### src/rtl/div_seq_ctrl_if.sv
// Execute-stage divide request/response bundle shared by the pipeline and
// the iterative divide sequencer.
interface div_seq_ctrl_if #(
  parameter int WIDTH = 32
);
  // Handshake: start is taken only when the sequencer is not busy (IDLE or
  // DONE) and flush is low. A taken start is answered by exactly one done
  // pulse, with result valid in that cycle and held until the next done.
  logic             start;
  logic [1:0]       funct;
  logic [WIDTH-1:0] srca;
  logic [WIDTH-1:0] srcb;
  logic             flush;
  logic             busy;
  logic             done;
  logic [WIDTH-1:0] result;

  modport master (
    output start, funct, srca, srcb, flush,
    input  busy, done, result
  );

  modport slave (
    input  start, funct, srca, srcb, flush,
    output busy, done, result
  );
endinterface

### src/rtl/div_seq_ctrl.sv
// Radix-2 restoring divide sequencer for DIV/DIVU/REM/REMU with a one-cycle
// fast path for divide-by-zero and signed overflow.
module div_seq_ctrl #(
  parameter int WIDTH = 32
) (
  input  logic             clk,
  input  logic             reset_n,
  div_seq_ctrl_if.slave    bus,
  output logic [2:0]       o_state
);
  localparam int CW = $clog2(WIDTH);

  typedef enum logic [2:0] {
    S_IDLE = 3'd0,
    S_PREP = 3'd1,
    S_ITER = 3'd2,
    S_FIX  = 3'd3,
    S_DONE = 3'd4
  } state_t;

  state_t           r_state;
  logic [CW-1:0]    r_cnt;
  logic [1:0]       r_funct;
  logic [WIDTH-1:0] r_a;
  logic [WIDTH-1:0] r_b;
  logic [WIDTH-1:0] r_rem;
  logic [WIDTH-1:0] r_quot;
  logic [WIDTH-1:0] r_div;
  logic             r_sign_q;
  logic             r_sign_r;
  logic [WIDTH-1:0] r_result;
  logic             r_busy;
  logic             r_done;

  logic [WIDTH-1:0] w_min;
  logic             w_div0;
  logic             w_ovf;
  logic [WIDTH-1:0] w_fast_res;
  logic             w_sa;
  logic             w_sb;
  logic [WIDTH-1:0] w_mag_a;
  logic [WIDTH-1:0] w_mag_b;
  logic [WIDTH:0]   w_rem_sh;
  logic [WIDTH:0]   w_trial;
  logic [WIDTH-1:0] w_q_fix;
  logic [WIDTH-1:0] w_r_fix;
  logic [WIDTH-1:0] w_fix_res;

  assign w_min      = {1'b1, {(WIDTH-1){1'b0}}};
  assign w_div0     = (bus.srcb == '0);
  assign w_ovf      = !bus.funct[0] && (bus.srca == w_min) && (bus.srcb == {WIDTH{1'b1}});
  assign w_fast_res = w_div0 ? (bus.funct[1] ? bus.srca : {WIDTH{1'b1}})
                             : (bus.funct[1] ? '0 : bus.srca);

  // funct[0]=0 selects the signed flavours (DIV, REM).
  assign w_sa    = !r_funct[0] && r_a[WIDTH-1];
  assign w_sb    = !r_funct[0] && r_b[WIDTH-1];
  assign w_mag_a = w_sa ? (-r_a) : r_a;
  assign w_mag_b = w_sb ? (-r_b) : r_b;

  // The shifted partial remainder can exceed WIDTH bits, so trial in WIDTH+1.
  assign w_rem_sh = {r_rem, r_quot[WIDTH-1]};
  assign w_trial  = w_rem_sh - {1'b0, r_div};

  assign w_q_fix   = r_sign_q ? (-r_quot) : r_quot;
  assign w_r_fix   = r_sign_r ? (-r_rem) : r_rem;
  assign w_fix_res = r_funct[1] ? w_r_fix : w_q_fix;

  always_ff @(posedge clk or negedge reset_n) begin
    if (!reset_n) begin
      r_state  <= S_IDLE;
      r_cnt    <= '0;
      r_funct  <= '0;
      r_a      <= '0;
      r_b      <= '0;
      r_rem    <= '0;
      r_quot   <= '0;
      r_div    <= '0;
      r_sign_q <= 1'b0;
      r_sign_r <= 1'b0;
      r_result <= '0;
      r_busy   <= 1'b0;
      r_done   <= 1'b0;
    end else begin
      r_done <= 1'b0;
      if (bus.flush) begin
        r_state <= S_IDLE;
        r_busy  <= 1'b0;
      end else begin
        case (r_state)
          S_IDLE, S_DONE: begin
            if (bus.start) begin
              r_funct <= bus.funct;
              r_a     <= bus.srca;
              r_b     <= bus.srcb;
              if (w_div0 || w_ovf) begin
                r_state  <= S_DONE;
                r_result <= w_fast_res;
                r_done   <= 1'b1;
                r_busy   <= 1'b0;
              end else begin
                r_state <= S_PREP;
                r_busy  <= 1'b1;
              end
            end else begin
              r_state <= S_IDLE;
              r_busy  <= 1'b0;
            end
          end
          S_PREP: begin
            r_quot   <= w_mag_a;
            r_rem    <= '0;
            r_div    <= w_mag_b;
            r_sign_q <= w_sa ^ w_sb;
            r_sign_r <= w_sa;
            r_cnt    <= '0;
            r_state  <= S_ITER;
          end
          S_ITER: begin
            if (!w_trial[WIDTH]) begin
              r_rem  <= w_trial[WIDTH-1:0];
              r_quot <= {r_quot[WIDTH-2:0], 1'b1};
            end else begin
              r_rem  <= w_rem_sh[WIDTH-1:0];
              r_quot <= {r_quot[WIDTH-2:0], 1'b0};
            end
            if (r_cnt == CW'(WIDTH-1)) begin
              r_cnt   <= '0;
              r_state <= S_FIX;
            end else begin
              r_cnt <= r_cnt + CW'(1);
            end
          end
          S_FIX: begin
            r_result <= w_fix_res;
            r_done   <= 1'b1;
            r_busy   <= 1'b0;
            r_state  <= S_DONE;
          end
          default: begin
            r_state <= S_IDLE;
            r_busy  <= 1'b0;
          end
        endcase
      end
    end
  end

  assign bus.busy   = r_busy;
  assign bus.done   = r_done;
  assign bus.result = r_result;
  assign o_state    = r_state;
endmodule
### src/flat_wrapper.sv
// flat-port wrapper written by rule: the top's interface ports become plain ports
module div_seq_ctrl_flat 
#(
  parameter int WIDTH = 32
)
  (clk, reset_n, o_state, bus_start, bus_funct, bus_srca, bus_srcb, bus_flush, bus_busy, bus_done, bus_result);
  div_seq_ctrl_if #(.WIDTH(WIDTH)) bus_i ();
  input  logic clk;
  input  logic reset_n;
  output logic [2:0] o_state;
  input wire logic [$bits(bus_i.start)-1:0] bus_start;
  input wire logic [$bits(bus_i.funct)-1:0] bus_funct;
  input wire logic [$bits(bus_i.srca)-1:0] bus_srca;
  input wire logic [$bits(bus_i.srcb)-1:0] bus_srcb;
  input wire logic [$bits(bus_i.flush)-1:0] bus_flush;
  output wire logic [$bits(bus_i.busy)-1:0] bus_busy;
  output wire logic [$bits(bus_i.done)-1:0] bus_done;
  output wire logic [$bits(bus_i.result)-1:0] bus_result;
  assign bus_i.start = bus_start;
  assign bus_i.funct = bus_funct;
  assign bus_i.srca = bus_srca;
  assign bus_i.srcb = bus_srcb;
  assign bus_i.flush = bus_flush;
  assign bus_busy = bus_i.busy;
  assign bus_done = bus_i.done;
  assign bus_result = bus_i.result;
  div_seq_ctrl #(.WIDTH(WIDTH)) u_core (.clk(clk), .reset_n(reset_n), .bus(bus_i), .o_state(o_state));
endmodule
### config.mk
export PLATFORM = sky130hd
export DESIGN_NAME = div_seq_ctrl_flat
export DESIGN_NICKNAME = d
export VERILOG_FILES = /design/src/rtl/div_seq_ctrl_if.sv /design/src/rtl/div_seq_ctrl.sv /design/src/flat_wrapper.sv
export SDC_FILE = /design/constraint.sdc
export NUM_CORES = 1
export LEC_CHECK = 0
export ABC_CLOCK_PERIOD_IN_PS = 6000
export CAP_MARGIN = 20
export CORE_UTILIZATION = 60
export DETAILED_ROUTE_END_ITERATION = 6
export GPL_ROUTABILITY_DRIVEN = 0
export PLACE_DENSITY = 0.79
export SLEW_MARGIN = 40
export SYNTH_ARGS = -nofsm -noshare
export SYNTH_HDL_FRONTEND = slang
export SYNTH_SLANG_ARGS = --single-unit
### constraint.sdc
create_clock -name clk -period 6 [get_ports clk]
set_clock_uncertainty 0.15 [all_clocks]
set_input_delay 1.8 -clock clk [delete_from_list [all_inputs] [get_ports clk]]
set_output_delay 1.8 -clock clk [all_outputs]
set_load 0.01 [all_outputs]
Word level (Yosys, flattened, before mapping). Cells that the tools add are included.

Register bits: 206. Output and inout port bits: 37. Input port bits: 70.

Bitwise gates (word level): 2. Add/sub/neg operators: 6. Equality and inequality tests: 11. Multiplexer cells: 30. Reduce and logical (&&, ||, !) cells: 17.

Operators with widths (count): 32-bit 2-to-1 mux (11); 32-bit one-hot mux with 2 select lines (3); 32-bit negation (4); 32-bit == test (second input constant) (2); 33-bit by 32-bit subtractor with 33-bit output (1); 32-bit logical NOT (1); 3-bit 2-to-1 mux (4); 3-bit one-hot mux with 4 select lines (1); 5-bit one-hot mux with 2 select lines (1); 1-bit 2-to-1 mux (7); 3-bit by 2-bit == test with 1-bit output (second input constant) (2); 5-bit by 1-bit adder with 5-bit output (second input constant) (1); 5-bit == test (second input constant) (1); 5-bit 2-to-1 mux (1); 1-bit logical AND (4); 2-bit by 1-bit inequality test with 1-bit output (second input constant) (2); 1-bit one-hot mux with 2 select lines (2); 2-bit AND reduction (2); 4-bit AND reduction (1); 2-bit nonzero test (2); 2-bit OR reduction (2); 3-bit by 1-bit == test with 1-bit output (second input constant) (1); 3-bit == test (second input constant) (1); 3-bit logical NOT (1); 7 further kinds (8).

Logic depth before layout (Yosys ltp).
Depth after elaboration: 8. Depth in mapped cells: 13. Mapped depth without buffers: 11.

Worst setup path after synthesis. Ideal clock, no wire load.

Path kind: input port to flip-flop. From: input port bus_srcb[16]. To: register u_core.r_result[12] (netlist: u_core.bus.result[12]). Slack: 1.970 ns. Arrival: 3.739 ns. Buffers on the path: 2. Stages: 10. Setup time: 0.141 ns. Data required time: 5.709 ns. Cells stage by stage: nor4_1 -> nand4_1 -> nor2_1 -> a41o_1 -> nand2_1 -> o21a_1 -> clkbuf_1 -> clkinv_1 -> buf_1 -> a31oi_1.

Word-level cells in the longest chain between the ends: 5. Elaborated cells on any way between the ends: 10. Classes of those cells: eq/ne (2); mux (4); reduce/logical (4).

RTL lines: start, declared (line flat_wrapper.sv:14) `input wire logic [$bits(bus_i.srcb)-1:0] bus_srcb;`; 32-bit logical NOT or 32-bit == test (tied branches) (line div_seq_ctrl.sv:50, div_seq_ctrl.sv:51); 32-bit 2-to-1 mux or 1-bit logical AND (tied branches) (line div_seq_ctrl.sv:52, div_seq_ctrl.sv:51); 32-bit 2-to-1 mux or 1-bit logical OR (tied branches) (line div_seq_ctrl.sv:96) `if (w_div0 || w_ovf) begin`; 32-bit 2-to-1 mux or 2-bit by 1-bit inequality test with 1-bit output (tied branches); 32-bit one-hot mux with 2 select lines or 4-bit AND reduction (tied branches); end signal, assigned (line div_seq_ctrl.sv:98) `r_result <= w_fast_res;`; end signal, assigned (line div_seq_ctrl.sv:135) `r_result <= w_fix_res;`; end, declared (line div_seq_ctrl.sv:31) `logic [WIDTH-1:0] r_result;`.

Several ways; a longest one is shown, not always the timed one. The select of a mux whose other input is x is not followed. A chain may end at the register's enable or synchronous reset.

Final worst setup path.
From: input port bus_srcb[19]. To: register u_core.r_result[30] (netlist: u_core.bus.result[30]).

The elaborated chain is that of the path after synthesis.

==> flow_summary.toml <==
[status]
status = "finished, final reports clean"

[clock_network]
postCtsResizedCells = 0
clk_latency_ns = 0.52
cts_sinks = 206
post_cts_buffers = 0
cts_max_level = 1
clk_pin_slew_worst_paths_ns = 0.06
postCtsHoldBufs = 0
root_buffer = "clkbuf_16"
cts_buffer_depth = 3
cts_tree = "yes"
cts_made_buffers = 23

[final_layout]
seqCellArea_mm2 = 0.00516
diodes = 0
multi_input_area_mm2 = 0.00797
fin_nets = 1744
drive_above_1_share = 0.0855
nFillCells = 1686
stdcell_area_mm2 = 0.0157
syn_to_final_growth_pct = 14.4

[yosys]
synth_top_cell_by_area = "dfrtp_1"
synthTopCellsByCount = "dfrtp_1, nand2_1, o21ai_0, nor2_1, a21oi_1"
yosysUniqueCellTypes = 77
syn_inst = 1580
synthTopCellsByArea = "dfrtp_1, o21ai_0, xnor2_1"
syn_area_per_cell_um2 = 8.66
synth_nets = 1689
ys.flop_type = "dfrtp_1"
async_flop_share = 1.00
synth.most_common_cell = "dfrtp_1"
synth_seq_cells = 206
synthesis.area_mm2 = 0.0137
ys_seq_area_frac = 0.377
yosys_warnings = 0
synth_edf_count = 0
synth_top_area_share = 0.377

[floorplan]
fp.dieW_um = 153
chipHeight_um = 153
fp-row-count = 54
die-area_mm2 = 0.0234
pin_count = 107
fp.coreArea_mm2 = 0.0221
initial_core_util = 0.619

[sta]
drv_slew = 0
whs_ns = 0.318
fmax_ghz = 0.206
rsz0062_at_grt = "no"
finalCritPeriodShare = 0.807
hold_viol = 0
finalSetupTns_ns = 0
worst_pin_slew_ns = 0.888
final-setup-viol-count = 0
finalCriticalPeriod_ns = 4.84
relSlewSlack = 0.407
finalWorstSetupSlack_ns = 1.16

[setup_path]
worstPathRequired_ns = 6.28
crit_type = "in2reg"
worst_setup_path_start_kind = "input pin"
end_kind = "register"
crit_chain = "clkdlybuf4s50_1 -> nor4_1 -> nand4_1 -> o21ai_0 -> nand3_1 -> o21ai_1 -> buf_4 -> o21ai_0 -> o21ai_0"
critPathArrivalTime_ns = 5.12
slowest_stage = "o21ai_0"
cp_top_family = "compound AO/OA/AOI/OAI gates"
cpPeakStageDelay_ns = 0.76
crit_top_cell = "o21ai_0"
critPathMaxFanout = 20
path_buf_inv = 2

[pwr]
leakagePower_nw = 6.55
power_density_mw_per_mm2 = 519
irDropWorstVdd_mv = 0.370

[detailed_routing]
drc = 0
dr.first_iter.drc_count = 1602
post_drt_wl_per_cell_um = 21.6
drt_wl_total_mm = 41.7
dr.pass1.iters = 5
vias = 12720
ant_nets = 0
vias_per_cell = 6.59

[global_route]
grt_overflow = 0
grt_antenna_before_repair = 0
grt_pass1_wl_mm = 66.0
grt_max_degree = 107
first_global_vias = 11857
grt_usage = 0.358

[placement]
port_buffers = 106
placed_cell_area_mm2 = 0.0149
dp_slack_ns = 0.909
dp_hpwl_mm = 31.1

[hold_path]
hold_class = "reg2reg"

[run]
drv_cap = 0
-- report_power, final --
part | switching [mW] | internal (mW)
clock | 0.575 | 0.809
combinational | 2.41 | 1.82
sequential | 0.675 | 1.83
total | 3.66 | 4.46
-- sequential cells by signal, summed over array words and instances, names as in the netlist, 2 cells and up --
name / count
u_core.bus.result: 32
u_core.r_a: 32
u_core.r_b: 32
u_core.r_div: 32
u_core.r_quot: 32
u_core.r_rem: 32
u_core.r_cnt: 5
u_core.o_state: 3
u_core.r_funct: 2
-- path summary, 6_finish.rpt --
kind	from	to	slack, ns	cells past startpoint
max in group asynchronous	reset_n	u_core.bus.result[16]	3.69	2
max reg2reg	u_core.r_rem[13]	u_core.r_rem[1]	1.55	10
min reg2reg	u_core.bus.result[10]	u_core.bus.result[10]	0.32	2
min	u_core.bus.result[10]	u_core.bus.result[10]	0.32	2
max	bus_srcb[19]	u_core.bus.result[30]	1.16	9
min in group asynchronous	reset_n	u_core.r_rem[20]	1.07	1
-- logic make-up (layout without fill, tap and decap cells) --
logic type / Yosys count / in the layout / synth area share
AO/OA/AOI/OAI: 456 / 456 / 0.209
XOR/XNOR: 135 / 135 / 0.0864
adder cells (fa/ha/maj): 48 / 48 / 0.0428
buffers and inverters: 160 / 230 / 0.0449
flip-flops: 206 / 206 / 0.377
multiplexers: 81 / 81 / 0.0641
AND/OR/NAND/NOR: 494 / 494 / 0.176
-- through the flow --
step                utilization  total power [mW]  std cells
finish                    0.709              8.12       1930
global placement          0.674              6.48       1890
global route              0.709              8.62       1930
floorplan                     -              5.40       1580
detailed placement        0.675              6.60       1890
CTS                       0.708              8.00       1930
-- area by class of cell --
class	count	share of cell area
clock buffer	33	0.0424
clock inverter	7	0.00424
inverter	69	0.0165
multi-input combinational	1214	0.509
sequential	206	0.330
tap	280	0.0224
timing repair buffer	121	0.0762
-- placed cells by master, fill, tap and decap left out, types with 28 or more instances in the layout --
master and count:
clkdlybuf4s50_1 105, dfrtp_1 203, nor2_1 108, o21ai_0 158, mux2i_1 28, xnor2_1 83
a21oi_1 108, inv_1 67, mux2_2 53, nand2_1 179, ha_1 38, o31ai_1 33
xor2_1 52, nand3_1 31
-- worst reg2reg max path, delay by kind of cell (launching register included) --
family                   cells  cell delay, ns
buffers and inverters        1            0.46
flip-flops                   1            0.49
AO/OA/AOI/OAI                7            2.38
multiplexers                 1            0.41
adder cells (fa/ha/maj)      1            0.47
-- layer usage --
metal	up-vias	track usage	wire [um]	share of wire
li1	5832	-	-	-
met1	6071	0.521	18000	0.43
met2	730	0.529	17800	0.43
met3	87	0.0853	4830	0.12
met4	0	0.109	1140	0.027
met5	-	0	0	0
Power figures use the tool's default switching activity.
